[src/rtl/dmem_pkg.sv]
// Shared funct3 encodings and state/owner types for the data-memory port arbiter.
package dmem_pkg;
  localparam logic [2:0] F3_LB  = 3'b000;
  localparam logic [2:0] F3_LH  = 3'b001;
  localparam logic [2:0] F3_LW  = 3'b010;
  localparam logic [2:0] F3_LBU = 3'b100;
  localparam logic [2:0] F3_LHU = 3'b101;
  localparam logic [2:0] F3_SB  = 3'b000;
  localparam logic [2:0] F3_SH  = 3'b001;
  localparam logic [2:0] F3_SW  = 3'b010;

  typedef enum logic [2:0] {IDLE, RD, MERGE, WR, RESP} state_t;
  typedef enum logic {CORE, EXT} owner_t;
endpackage

[src/rtl/dmem_lane_fmt.sv]
// Byte-lane handling for one access: load extract/extend, store merge into
// the word read back from memory, and alignment/funct3 legality.
module dmem_lane_fmt
  import dmem_pkg::*;
#(
  parameter int DATA_W = 32
) (
  input  logic              i_we,
  input  logic [2:0]        i_funct3,
  input  logic [1:0]        i_lane,
  input  logic [DATA_W-1:0] i_rdata,
  input  logic [DATA_W-1:0] i_wdata,
  output logic [DATA_W-1:0] o_load,
  output logic [DATA_W-1:0] o_merge,
  output logic              o_illegal
);
  logic [7:0]  w_byte;
  logic [15:0] w_half;

  assign w_byte = i_rdata[{i_lane, 3'b000} +: 8];
  assign w_half = i_lane[1] ? i_rdata[31:16] : i_rdata[15:0];

  always_comb begin
    o_load    = '0;
    o_merge   = i_rdata;
    o_illegal = 1'b0;
    if (i_we) begin
      case (i_funct3)
        F3_SB: o_merge[{i_lane, 3'b000} +: 8] = i_wdata[7:0];
        F3_SH: begin
          o_illegal = i_lane[0];
          if (i_lane[1]) o_merge[31:16] = i_wdata[15:0];
          else           o_merge[15:0]  = i_wdata[15:0];
        end
        F3_SW: begin
          o_illegal = |i_lane;
          o_merge   = i_wdata;
        end
        default: o_illegal = 1'b1;
      endcase
    end else begin
      case (i_funct3)
        F3_LB:  o_load = {{24{w_byte[7]}}, w_byte};
        F3_LBU: o_load = {24'h000000, w_byte};
        F3_LH: begin
          o_illegal = i_lane[0];
          o_load    = {{16{w_half[15]}}, w_half};
        end
        F3_LHU: begin
          o_illegal = i_lane[0];
          o_load    = {16'h0000, w_half};
        end
        F3_LW: begin
          o_illegal = |i_lane;
          o_load    = i_rdata;
        end
        default: o_illegal = 1'b1;
      endcase
    end
  end
endmodule

[src/rtl/dmem_port_arbiter.sv]
// Round-robin sharing of a word-wide data memory between the core MEM stage and
// the loader/debug port; sub-word stores are done as read-modify-write.
module dmem_port_arbiter
  import dmem_pkg::*;
#(
  parameter int DM_ADDRESS = 9,
  parameter int DATA_W     = 32
) (
  input  logic                  i_clk,
  input  logic                  i_reset,
  input  logic                  i_core_req,
  input  logic                  i_core_we,
  input  logic [2:0]            i_core_funct3,
  input  logic [DM_ADDRESS-1:0] i_core_addr,
  input  logic [DATA_W-1:0]     i_core_wdata,
  output logic                  o_core_gnt,
  output logic                  o_core_rvalid,
  output logic [DATA_W-1:0]     o_core_rdata,
  output logic                  o_core_err,
  input  logic                  i_ext_req,
  input  logic                  i_ext_we,
  input  logic [2:0]            i_ext_funct3,
  input  logic [DM_ADDRESS-1:0] i_ext_addr,
  input  logic [DATA_W-1:0]     i_ext_wdata,
  output logic                  o_ext_gnt,
  output logic                  o_ext_rvalid,
  output logic [DATA_W-1:0]     o_ext_rdata,
  output logic                  o_ext_err,
  output logic [31:0]           o_mem_addr,
  output logic [DATA_W-1:0]     o_mem_wdata,
  output logic [3:0]            o_mem_wr,
  input  logic [DATA_W-1:0]     i_mem_rdata
);
  state_t                r_state, w_state_next;
  owner_t                r_last, r_owner;
  logic                  r_we, r_err;
  logic [2:0]            r_funct3;
  logic [DM_ADDRESS-1:0] r_addr;
  logic [DATA_W-1:0]     r_wdata, r_merge;

  logic                  w_gnt, w_pick_core, w_resp;
  logic                  w_sel_we, w_fmt_we, w_illegal;
  logic [2:0]            w_sel_funct3, w_fmt_funct3;
  logic [DM_ADDRESS-1:0] w_sel_addr;
  logic [1:0]            w_fmt_lane;
  logic [DATA_W-1:0]     w_sel_wdata, w_fmt_wdata, w_load, w_merge, w_rdata;

  // Core wins a tie unless it took the previous grant.
  assign w_pick_core = i_core_req && (!i_ext_req || (r_last == EXT));
  assign w_gnt       = (r_state == IDLE) && !i_reset && (i_core_req || i_ext_req);
  assign o_core_gnt  = w_gnt && w_pick_core;
  assign o_ext_gnt   = w_gnt && !w_pick_core;

  assign w_sel_we     = w_pick_core ? i_core_we     : i_ext_we;
  assign w_sel_funct3 = w_pick_core ? i_core_funct3 : i_ext_funct3;
  assign w_sel_addr   = w_pick_core ? i_core_addr   : i_ext_addr;
  assign w_sel_wdata  = w_pick_core ? i_core_wdata  : i_ext_wdata;

  // In IDLE the formatter judges the incoming request; afterwards it serves the captured one.
  assign w_fmt_we     = (r_state == IDLE) ? w_sel_we        : r_we;
  assign w_fmt_funct3 = (r_state == IDLE) ? w_sel_funct3    : r_funct3;
  assign w_fmt_lane   = (r_state == IDLE) ? w_sel_addr[1:0] : r_addr[1:0];
  assign w_fmt_wdata  = (r_state == IDLE) ? w_sel_wdata     : r_wdata;

  dmem_lane_fmt #(.DATA_W(DATA_W)) u_fmt (
    .i_we      (w_fmt_we),
    .i_funct3  (w_fmt_funct3),
    .i_lane    (w_fmt_lane),
    .i_rdata   (i_mem_rdata),
    .i_wdata   (w_fmt_wdata),
    .o_load    (w_load),
    .o_merge   (w_merge),
    .o_illegal (w_illegal)
  );

  always_comb begin
    w_state_next = r_state;
    case (r_state)
      IDLE: begin
        if (w_gnt) begin
          if (w_illegal)                              w_state_next = RESP;
          else if (w_sel_we && w_sel_funct3 == F3_SW) w_state_next = WR;
          else                                        w_state_next = RD;
        end
      end
      RD:      w_state_next = r_we ? MERGE : RESP;
      MERGE:   w_state_next = WR;
      WR:      w_state_next = RESP;
      RESP:    w_state_next = IDLE;
      default: w_state_next = IDLE;
    endcase
  end

  always_ff @(posedge i_clk) begin
    if (i_reset) begin
      r_state  <= IDLE;
      r_last   <= EXT;
      r_owner  <= CORE;
      r_we     <= 1'b0;
      r_err    <= 1'b0;
      r_funct3 <= '0;
      r_addr   <= '0;
      r_wdata  <= '0;
      r_merge  <= '0;
    end else begin
      r_state <= w_state_next;
      if (w_gnt) begin
        r_last   <= w_pick_core ? CORE : EXT;
        r_owner  <= w_pick_core ? CORE : EXT;
        r_we     <= w_sel_we;
        r_funct3 <= w_sel_funct3;
        r_addr   <= w_sel_addr;
        r_wdata  <= w_sel_wdata;
        r_err    <= w_illegal;
      end
      if (r_state == MERGE) r_merge <= w_merge;
    end
  end

  assign w_resp        = (r_state == RESP) && !i_reset;
  assign w_rdata       = (w_resp && !r_we && !r_err) ? w_load : '0;
  assign o_core_rvalid = w_resp && (r_owner == CORE);
  assign o_ext_rvalid  = w_resp && (r_owner == EXT);
  assign o_core_rdata  = o_core_rvalid ? w_rdata : '0;
  assign o_ext_rdata   = o_ext_rvalid  ? w_rdata : '0;
  assign o_core_err    = o_core_rvalid && r_err;
  assign o_ext_err     = o_ext_rvalid  && r_err;

  assign o_mem_addr  = {{(32-DM_ADDRESS){1'b0}}, r_addr[DM_ADDRESS-1:2], 2'b00};
  assign o_mem_wdata = (r_funct3 == F3_SW) ? r_wdata : r_merge;
  assign o_mem_wr    = ((r_state == WR) && !i_reset) ? 4'b1111 : 4'b0000;
endmodule

[config.mk]
export PLATFORM = sky130hd
export DESIGN_NAME = dmem_port_arbiter
export DESIGN_NICKNAME = d
export VERILOG_FILES = /design/src/rtl/dmem_pkg.sv /design/src/rtl/dmem_lane_fmt.sv /design/src/rtl/dmem_port_arbiter.sv
export SDC_FILE = /design/constraint.sdc
export NUM_CORES = 1
export LEC_CHECK = 0
export CORE_MARGIN = 5
export CORE_UTILIZATION = 41
export DETAILED_ROUTE_END_ITERATION = 8
export PLACE_DENSITY = 0.79
export SLEW_MARGIN = 20
export SYNTH_ARGS = -nofsm -noshare
export SYNTH_HDL_FRONTEND = slang
export SYNTH_SLANG_ARGS = --single-unit
[constraint.sdc]
create_clock -name i_clk -period 3.2 [get_ports i_clk]
set_input_delay 0.64 -clock i_clk [delete_from_list [all_inputs] [get_ports i_clk]]
set_output_delay 0.64 -clock i_clk [all_outputs]
set_load 0.02 [all_outputs]
==> Word level (Yosys, flattened, before mapping) <==
Index checks and enable logic that the tools add are counted.
{ "totals": {"latchBits": 0, "output_inout_bits": 138, "inputBits": 126, "elab_cells": 81, "mem_count": 0, "register_bits": 83, "ramBits": 0, "mem_bits_ro": 0} }
{ "classes": {"mux": 30, "shift": 3, "add_sub_neg": 1, "n_eq_ne": 11, "n_div": 0, "n_mul": 0, "bitwise_logic": 1, "order_cmp": 0, "reduce_logical": 26} }
{ "ops": {"columns": ["cell", "count"], "rows": [
  ["$mux W32", 8],
  ["$pmux W32 S5", 1],
  ["$pmux W32 S3", 1],
  ["$mux W16", 3],
  ["$bwmux W32", 1],
  ["$shift A8 B7 Y32 const A", 1],
  ["$shiftx A32 B6 Y8", 1],
  ["$shiftx A8 B7 Y32", 1],
  ["$eq A3 B2 Y1 const B", 5],
  ["$mux W3", 5],
  ["$logic_and A1 B1 Y1", 14],
  ["$pmux W3 S4", 1],
  ["$eq A3 B3 Y1 const B", 3],
  ["$mux W9", 1],
  ["$neg A5 Y7", 1],
  ["$eq A3 B1 Y1 const B", 2],
  ["$logic_not A3 Y1", 2],
  ["$pmux W1 S3", 2],
  ["$reduce_or A2 Y1", 3],
  ["$logic_not A1 Y1", 5],
  ["$mux W1", 4],
  ["$mux W2", 2],
  ["$mux W4", 1],
  ["$logic_or A1 B1 Y1", 2],
  ["2 further kinds", 2]
]} }

==> Longest topological paths before layout <==
Gate-level depths: netlist of run 1.
{ "logic_depth": {"depth_word": 12, "mapped_depth": 14} }

==> Cells and area by module <==
From an unflattened synthesis of run 1, not the netlist that was laid out.
{ "hier_totals": {"cells_unflattened": 1053, "area_unflattened_um2": 7658.6} }
{ "modules_own_cells": {"columns": ["mod", "n_inst", "area_each_um2", "cells_each", "seq_area_each_um2"], "rows": [
  ["dmem_port_arbiter", 1, 5143.7, 667, 1661.6],
  ["dmem_lane_fmt", 1, 2514.9, 386, 0.0]
]} }

==> Least setup slack after synthesis of run 1 <==
Ideal clock, no wire load.
{ "synth_timing": {"kind": "in2out", "from": "in i_reset", "to": "out o_core_rdata[21]", "path_stages": 9, "arrival_ps": 2881, "path_slack_ps": -321, "path_cell_list": "buf_2 or4b_2 nor2_1 nand2_2 a21o_1 buf_2 nor2_4 buf_4 a21o_1"} }
{ "synth_between": {"elab_cells_between_ends": 7, "classes_between": "2 x mux; 5 x reduce/logical"} }
{ "synth_rtl": {"columns": ["element", "line", "source"], "rows": [
  ["from (decl)", "dmem_port_arbiter.sv:10", "input logic i_reset,"],
  ["$logic_not A1 Y1", "dmem_port_arbiter.sv:120", "assign w_resp = (r_state == RESP) && !i_reset;"],
  ["$logic_and A1 B1 Y1", "dmem_port_arbiter.sv:120", null],
  ["$logic_and A1 B1 Y1", "dmem_port_arbiter.sv:122", "assign o_core_rvalid = w_resp && (r_owner == CORE);"],
  ["net o_core_rvalid", "dmem_port_arbiter.sv:17", "output logic o_core_rvalid,"],
  ["$mux W32", "dmem_port_arbiter.sv:124", "assign o_core_rdata = o_core_rvalid ? w_rdata : '0;"],
  ["to (decl)", "dmem_port_arbiter.sv:18", "output logic [DATA_W-1:0] o_core_rdata,"]
]} }
The timed path passes the listed nets, and every way through them passes these cells.

==> Worst setup path in the final report of run 1 <==
{ "layout_timing": {"from": "reg r_state[1]", "to": "out o_core_rdata[21]"} }
{ "layout_between": {"elab_chain_cells": 7, "elab_cells_between_ends": 20, "classes_between": "5 x eq/ne; 1 x shift; 8 x mux; 6 x reduce/logical"} }
{ "layout_lines": {"columns": ["element", "line", "source"], "rows": [
  ["from (decl)", "dmem_port_arbiter.sv:34", "state_t r_state, w_state_next;"],
  ["from (signal assigned)", "dmem_port_arbiter.sv:106", "r_state <= w_state_next;"],
  ["$logic_not A3 Y1", "dmem_port_arbiter.sv:60, dmem_port_arbiter.sv:61, dmem_port_arbiter.sv:62", null],
  ["$mux W2 / $mux W3 (equally long branches)", "dmem_port_arbiter.sv:62, dmem_port_arbiter.sv:61", null],
  ["$shiftx A32 B6 Y8, or another cell as far along", "dmem_lane_fmt.sv:20", "assign w_byte = i_rdata[{i_lane, 3'b000} +: 8];"],
  ["$pmux W32 S5", "dmem_lane_fmt.sv:42", "case (i_funct3)"],
  ["$mux W32", "dmem_lane_fmt.sv:27", "if (i_we) begin"],
  ["$mux W32", "dmem_port_arbiter.sv:121", "assign w_rdata = (w_resp && !r_we && !r_err) ? w_load : '0;"],
  ["$mux W32 *", "dmem_port_arbiter.sv:124", null]
]} }
Mark *: on every way between the ends. The rest lies on a longest branch, timed or not.

==> results of run 1 <==
[flip-flops by register name, summed over array words and instances (netlist names)]
| signal | count |
|---|---|
| r_last | 1 |
| r_funct3 | 3 |
| r_we | 1 |
| r_wdata | 32 |
| r_addr | 9 |
| r_merge | 32 |
| r_state | 3 |
| r_owner | 1 |
| r_err | 1 |
[cell type report]
class                           instances  area, sq um
Antenna cell                            1         2.50
Clock buffer                           10          239
Clock inverter                          6         41.3
Fill cell                            1332         4990
Inverter                               16         62.6
Multi-Input combinational cell        693         5000
Sequential cell                        83         1670
Tap cell                              216          270
Timing Repair Buffer                  399         3720
[placed cells by master, fill, tap and decap left out, types with 28 or more instances in the layout]
cell type and instances:
a21oi_1 46, buf_4 151, buf_6 54, clkdlybuf4s50_1 160, dfxtp_1 80, mux2_2 32, mux2i_1 29, nand2_1 44
nand3_1 52, nor2_1 67, o211ai_1 28, o21ai_0 51
[repair_timing]
| item | in CTS | in global routing |
|---|---|---|
| cloned | 4 | 0 |
| setup endpoints to repair | 71 | 64 |
| gates resized for setup | 428 | 29 |
| setup buffers | 24 | 4 |
| hold buffers | 0 | 0 |
| pin swaps | 30 | 13 |
[tightest hold or removal path, cell delays in order, from the launching register on]
cell     delay (ns)
dfxtp_1        0.31
nand2_1        0.05
a31oi_1        0.07
[power groups by stage]
stage / Sequential, mW / Combinational [mW] / Clock [mW]
floorplan: 1.42 / 2.71 / 0
global placement: 1.49 / 4.60 / 0
detailed placement: 1.49 / 4.67 / 0
CTS: 1.48 / 5.04 / 0.993
global route: 1.52 / 5.61 / 1.04
finish: 1.49 / 5.30 / 0.998
[layer usage]
metal	up-vias	track usage, %
li1	3906	-
met1	4115	37.6
met2	582	50.7
met3	123	7.21
met4	2	15.2
met5	-	0
[through the flow]
step           total power [mW]  TNS, ns  hold slack, ns  cells
2_1_floorplan              4.13        0           0.453    893
3_3_place_gp               6.09   -65.28           0.462   1377
4_1_cts                    7.52    -4.76           0.483   1421
3_5_place_dp               6.17   -70.15           0.474   1377
6_report                   7.79    -6.79           0.480   1424
5_1_grt                    8.17   -11.82           0.501   1423
[how the worst max path moves through the flow]
stage / start / to / slack, ns
after floorplan: i_ext_req / o_ext_rdata[0] / 0.02
after global placement: i_core_req / o_core_rdata[14] / -1.04
after detailed placement: i_ext_req / o_core_rdata[3] / -1.10
after CTS: r_state[2]$_SDFFE_PP0P_ / o_core_rdata[29] / -0.15
after global routing: r_state[1]$_SDFFE_PP0P_ / o_core_rdata[21] / -0.28
final: r_state[1]$_SDFFE_PP0P_ / o_core_rdata[21] / -0.20
[cells by family after synthesis]
kind of cell	share of synthesized area, %
other cells	0.0556
compound gates	34.3
mux	10.8
fa+ha+maj	0.928
buf+inv	9.46
simple gates	19.8
flops	24.6
==> flow_metrics.tcl, run 1 <==
set metrics [dict create \
    setup_violations 64 \
    timing.critical_path.arrival_ns 2.76 \
    worst_setup_skew_after_layout_ns 0.00414 \
    grt_start_max_net_pins 74 \
    final_core_util_pct 68.8 \
    worst-r2r-setup-slack_ns 0.26 \
    synth_enable_flop_cells 0 \
    synthesis.yosys.warnings 0 \
    globalplace.congestion 1.06 \
    regToRegStartpoint "r_state[1]$_SDFFE_PP0P_" \
    final_layout_size_suffix_gt1_share_pct 30.4 \
    synthToLayoutAreaGrowth_pct 63.3 \
    cts_buffers 9 \
    postLayoutCellArea_sq_um 11000 \
    post_synth_instance_area_sq_um 6740 \
    worst_skew_pair.late_latency_ns 0.35 \
    viasPerCell 6.13 \
    synth_flop_cell "dfxtp_1" \
    cts_max_path_buffers 2 \
    layout_min_cycle_time_ns 3.40 \
    clk_pin_slew_ns 0.06 \
    pwr-share-comb_pct 68.0 \
    grt_antenna_before_repair 1 \
    r2r_end "r_merge[26]$_SDFFE_PP0N_" \
    synth_seq_area_share_pct 24.6 \
    wl_per_cell_um 22.2 \
    post-dp-hpwl_um 23600 \
    clock_power_share_pct 12.8 \
    tritoncts "built" \
    path_delay_family "compound AO/OA/AOI/OAI gates" \
    internal_power_mw 4.10 \
    cp.depth 11 \
    kind_of_capture_point_of_the_worst_setup_path "output port" \
    min-delay-start "r_addr[3]$_SDFFE_PP0P_" \
    hp-class "reg2reg" \
    final.period_utilization_pct 106 \
    timing.setup.critical_path_class "reg2out" \
    floorplan.initialDensity_pct 42.1 \
    rsz0062_at_grt "true" \
    drv_slew 0 \
    master_cell_of_the_clock_root_buffer "clkbuf_16" \
    detail_route.wirelength_um 31600 \
    route.layer.met1.wl_um 12300 \
    die-area_sq_um 19100 \
    hold_path_end "r_addr[3]$_SDFFE_PP0P_" \
    async_flop_share_pct 0 \
    swShare_pct 47.4 \
    synthMostInstantiatedCell "dfxtp_1" \
    cts.sink_count 83 \
    die_h_um 138 \
    synthTopCellsByArea "dfxtp_1, mux2_2, mux2i_1" \
    violated_checks "negative setup slack" \
    worstPathMaxFanout 8 \
    placed_area_sq_um 10000 \
    grt_pass1_wl_um 47500 \
    drt_iter0_drc 1025 \
    vias 8728 \
    maxCapViolCount 0 \
    power.density_cell_area_nw_per_um2 708 \
    synth.distinct_cells 73 \
    maxUsedRoutingLayer "met5" \
    first_global_vias 8580 \
    timing.max_slew.rel_slack_pct 50.6 \
    synthesis.instances 869 \
    start_kind "flip-flop" \
    worst-path-buf-inv 4 \
    drt_drc_violations_left 0 \
    dr_wl_met2_um 14500 \
    critical_path.most_common_cell "buf_6" \
    crit_chain "or3_4 > nand2b_1 > o31ai_4 > inv_4 > mux2i_4 > o211ai_4 > buf_6 > a22o_4 > buf_6 > a21o_4 > buf_6" \
    pin_count 264 \
    grt.total_usage_pct 30.7 \
    status "complete, but fails checks" \
    critPathRequiredTime_ns 2.56 \
    vdd.ir_drop.worst_v 0.000390 \
    synthDominantCellAreaShare_pct 24.6 \
    drtPass1Iterations 5 \
    route.met3.wl_um 3090 \
    timing.hold.worst_path_depth 2 \
    cts-htree-levels 3 \
    reg2reg_depth 13 \
    worst_pin_slew_ns 0.740 \
    numPortBuffers 238 \
    net-switching-power_mw 3.69 \
    final_antenna_net_count 0 \
    dieWidth_um 138 \
    finalHoldViolCount 0 \
    max_clock_freq_ghz 0.294 \
    timing.final.ws_setup_ns -0.201 \
    post_synth_most_frequent_cells "dfxtp_1, nor2_1, o21ai_0" \
    pre_cts_slack_ns -1.10 \
    critical-path-max-stage-delay_ns 0.45 \
    rows 46 \
    gr-total-overflow 0 \
    slowest_stage "or3_4" \
    nNetsFinal 1333 \
    mapped_avg_cell_area_sq_um 7.76 \
    fp.coreArea_sq_um 16000 \
    pwr-share-seq_pct 19.1 \
    total_leakage_power_nw 4.78 \
    yosysTopAreaCell "dfxtp_1" \
    postSynthRegisterBits 83 \
]
No activity file was read; power rests on OpenSTA's default activity.
==> run 2, diff against run 1 <==
Settings changed: ABC_AREA set to 1, CORE_ASPECT_RATIO set to 0.5, CORE_UTILIZATION 41 to 43.
==> flow_metrics.tcl, run 2 <==
set metrics [dict create \
    rows 34 \
    timing.final.ws_setup_ns 0.0223 \
    synth_flop_cell "dfxtp_1" \
    nNetsFinal 1811 \
    synth_enable_flop_cells 0 \
    post_synth_most_frequent_cells "nand2_1, nor2_1, nand3_1" \
    vias 10200 \
    postLayoutCellArea_sq_um 11400 \
    clk_pin_slew_ns 0.07 \
    setup_violations 0 \
    max_clock_freq_ghz 0.315 \
    timing.hold.worst_path_depth 2 \
    worstPathMaxFanout 12 \
    final_layout_size_suffix_gt1_share_pct 19.3 \
    cts_buffers 9 \
    holdBufCountCts 0 \
    gr-total-overflow 0 \
    first_global_vias 9352 \
    layoutNonFillerInstCount 1920 \
    status "finished, final reports clean" \
    post_synth_instance_area_sq_um 7720 \
    power.density_cell_area_nw_per_um2 799 \
    globalplace.congestion 0.990 \
    hold_path_end "r_merge[16]$_SDFFE_PP0N_" \
    worst_skew_pair.late_latency_ns 0.35 \
    tritoncts "built" \
    reg_top3 "r_merge (32), r_wdata (32), r_addr (9)" \
    finalHoldViolCount 0 \
    dieWidth_um 199 \
    timing.max_slew.rel_slack_pct 36.8 \
    master_cell_of_the_clock_root_buffer "clkbuf_16" \
    r2r_end "r_merge[22]$_SDFFE_PP0N_" \
    total_leakage_power_nw 5.24 \
    grt.total_usage_pct 31.2 \
    maxCapViolCount 0 \
    viasPerCell 5.33 \
    fp.coreArea_sq_um 17500 \
    synthMostInstantiatedCell "nand2_1" \
    vdd.ir_drop.worst_v 0.000471 \
    regToRegStartpoint "r_last$_SDFFE_PP1P_" \
    fin_hold_ws_ns 0.475 \
    slowest_stage "clkdlybuf4s50_1" \
    kind_of_capture_point_of_the_worst_setup_path "output port" \
    synth.distinct_cells 39 \
    cts-htree-levels 3 \
    synthToLayoutAreaGrowth_pct 47.4 \
    critPathLaunch "i_core_funct3[2]" \
    cts_max_path_buffers 2 \
    pre_cts_slack_ns -0.886 \
    die_h_um 105 \
    tns_ns 0 \
    start_kind "primary input" \
    grt_antenna_before_repair 0 \
    die-area_sq_um 20900 \
    grt_start_max_net_pins 51 \
    mapped_avg_cell_area_sq_um 5.54 \
    cts.sink_count 83 \
    drv_slew 0 \
    post_route_total_power_mw 9.08 \
    drt_iter0_drc 1105 \
    crit_chain "clkdlybuf4s50_1 > nand3_2 > nand3_2 > nand2_4 > buf_4 > nand3_1 > buf_4 > inv_2 > nand3_4 > clkbuf_16 > nand2_1 > nand2_2 > nor2_1 > buf_4" \
    async_flop_share_pct 0 \
    drt_drc_violations_left 0 \
    synth_seq_area_share_pct 21.5 \
    fillerInstances 1725 \
    hp-class "reg2reg" \
    drtPass1Iterations 6 \
    placed_area_sq_um 10800 \
    pin_count 264 \
    timing.critical_path.arrival_ns 2.54 \
    path_delay_family "buffers and inverters" \
    layout_commonest_cell "nand2_1" \
    critical-path-max-stage-delay_ns 0.43 \
    final.period_utilization_pct 99.3 \
    synthesis.instances 1392 \
    yosysTopAreaCell "dfxtp_1" \
    synthTopCellsByArea "dfxtp_1, nand2_1, nand3_1" \
    post-dp-hpwl_um 27200 \
    postSynthRegisterBits 83 \
    worst_pin_slew_ns 0.948 \
    synthDominantCellAreaShare_pct 21.5 \
    min-delay-start "r_merge[16]$_SDFFE_PP0N_" \
    final_cell_mix "nand2_1, clkdlybuf4s50_1, nor2_1" \
    critical_path.most_common_cell "buf_4" \
    synthesis.yosys.warnings 0 \
    place.detailed.instances 1884 \
    reg2reg_depth 18 \
    layout_min_cycle_time_ns 3.18 \
    critPathRequiredTime_ns 2.56 \
    floorplan.initialDensity_pct 44.1 \
    final_antenna_net_count 0 \
    worst_setup_skew_after_layout_ns 0.0117 \
    timing.setup.critical_path_class "in2out" \
    detail_route.wirelength_um 34800 \
    grt_pass1_wl_um 52200 \
    worst-path-buf-inv 6 \
    numPortBuffers 238 \
    wl_per_cell_um 18.1 \
    worst-r2r-setup-slack_ns 0.41 \
    final_core_util_pct 65.0 \
]
[run 2: worst register-to-register path, delay by kind of cell, from the launching register on]
kind	cells	cell delay (ns)
AOI/OAI and AO/OA	1	0.16
adders and majority gates	1	0.32
buffers and inverters	6	0.73
and+or+nand+nor	10	1.15
DFF	1	0.33
[run 2: final cells by class]
type,count,area [sq um],share of cell area (%)
Multi-Input combinational cell,1072,5170,45.5
Timing Repair Buffer,374,3390,29.8
Antenna cell,1,2.50,0.0220
Tap cell,234,293,2.57
Clock inverter,7,81.3,0.715
Clock buffer,9,225,1.98
Inverter,140,538,4.73
Sequential cell,83,1670,14.6
[run 2: worst max-delay path by stage]
stage | end | depth (start not counted)
floorplan | o_core_rdata[12] | 13
global placement | o_core_rdata[15] | 15
detailed placement | o_core_rdata[15] | 15
CTS | o_ext_rdata[18] | 13
global route | o_core_rdata[21] | 14
finish | o_core_rdata[14] | 14
[run 2: cell families (layout without fill, tap and decap cells)]
family	after synthesis	in the layout	synth area share, %
buf+inv	262	530	16.0
other cells	1	26	0.0486
compound gates	248	248	18.0
simple gates	793	794	43.6
flops	83	83	21.5
fa+ha+maj	5	5	0.811
[run 2: report_power, final]
| part | internal (mW) | total, mW | switching, mW | leakage (nW) |
|---|---|---|---|---|
| clock | 0.559 | 1.10 | 0.538 | 0.150 |
| combinational | 2.44 | 6.64 | 4.20 | 4.41 |
| sequential | 1.23 | 1.34 | 0.109 | 0.680 |
| total | 4.23 | 9.08 | 4.85 | 5.24 |
[run 2: timing repair]
action	CTS	global route
endpoints found under the setup margin	74	66
resized for setup	303	84
pin swaps	16	15
setup buffers	12	2
cloned	2	3
[run 2: layer usage]
layer	wire (um)	global-route usage, %	share of wire [%]
met1	15800	46.2	45
met5	0	3.70	0
met3	4110	8.49	12
met2	14400	45.2	41
met4	473	5.86	1.4
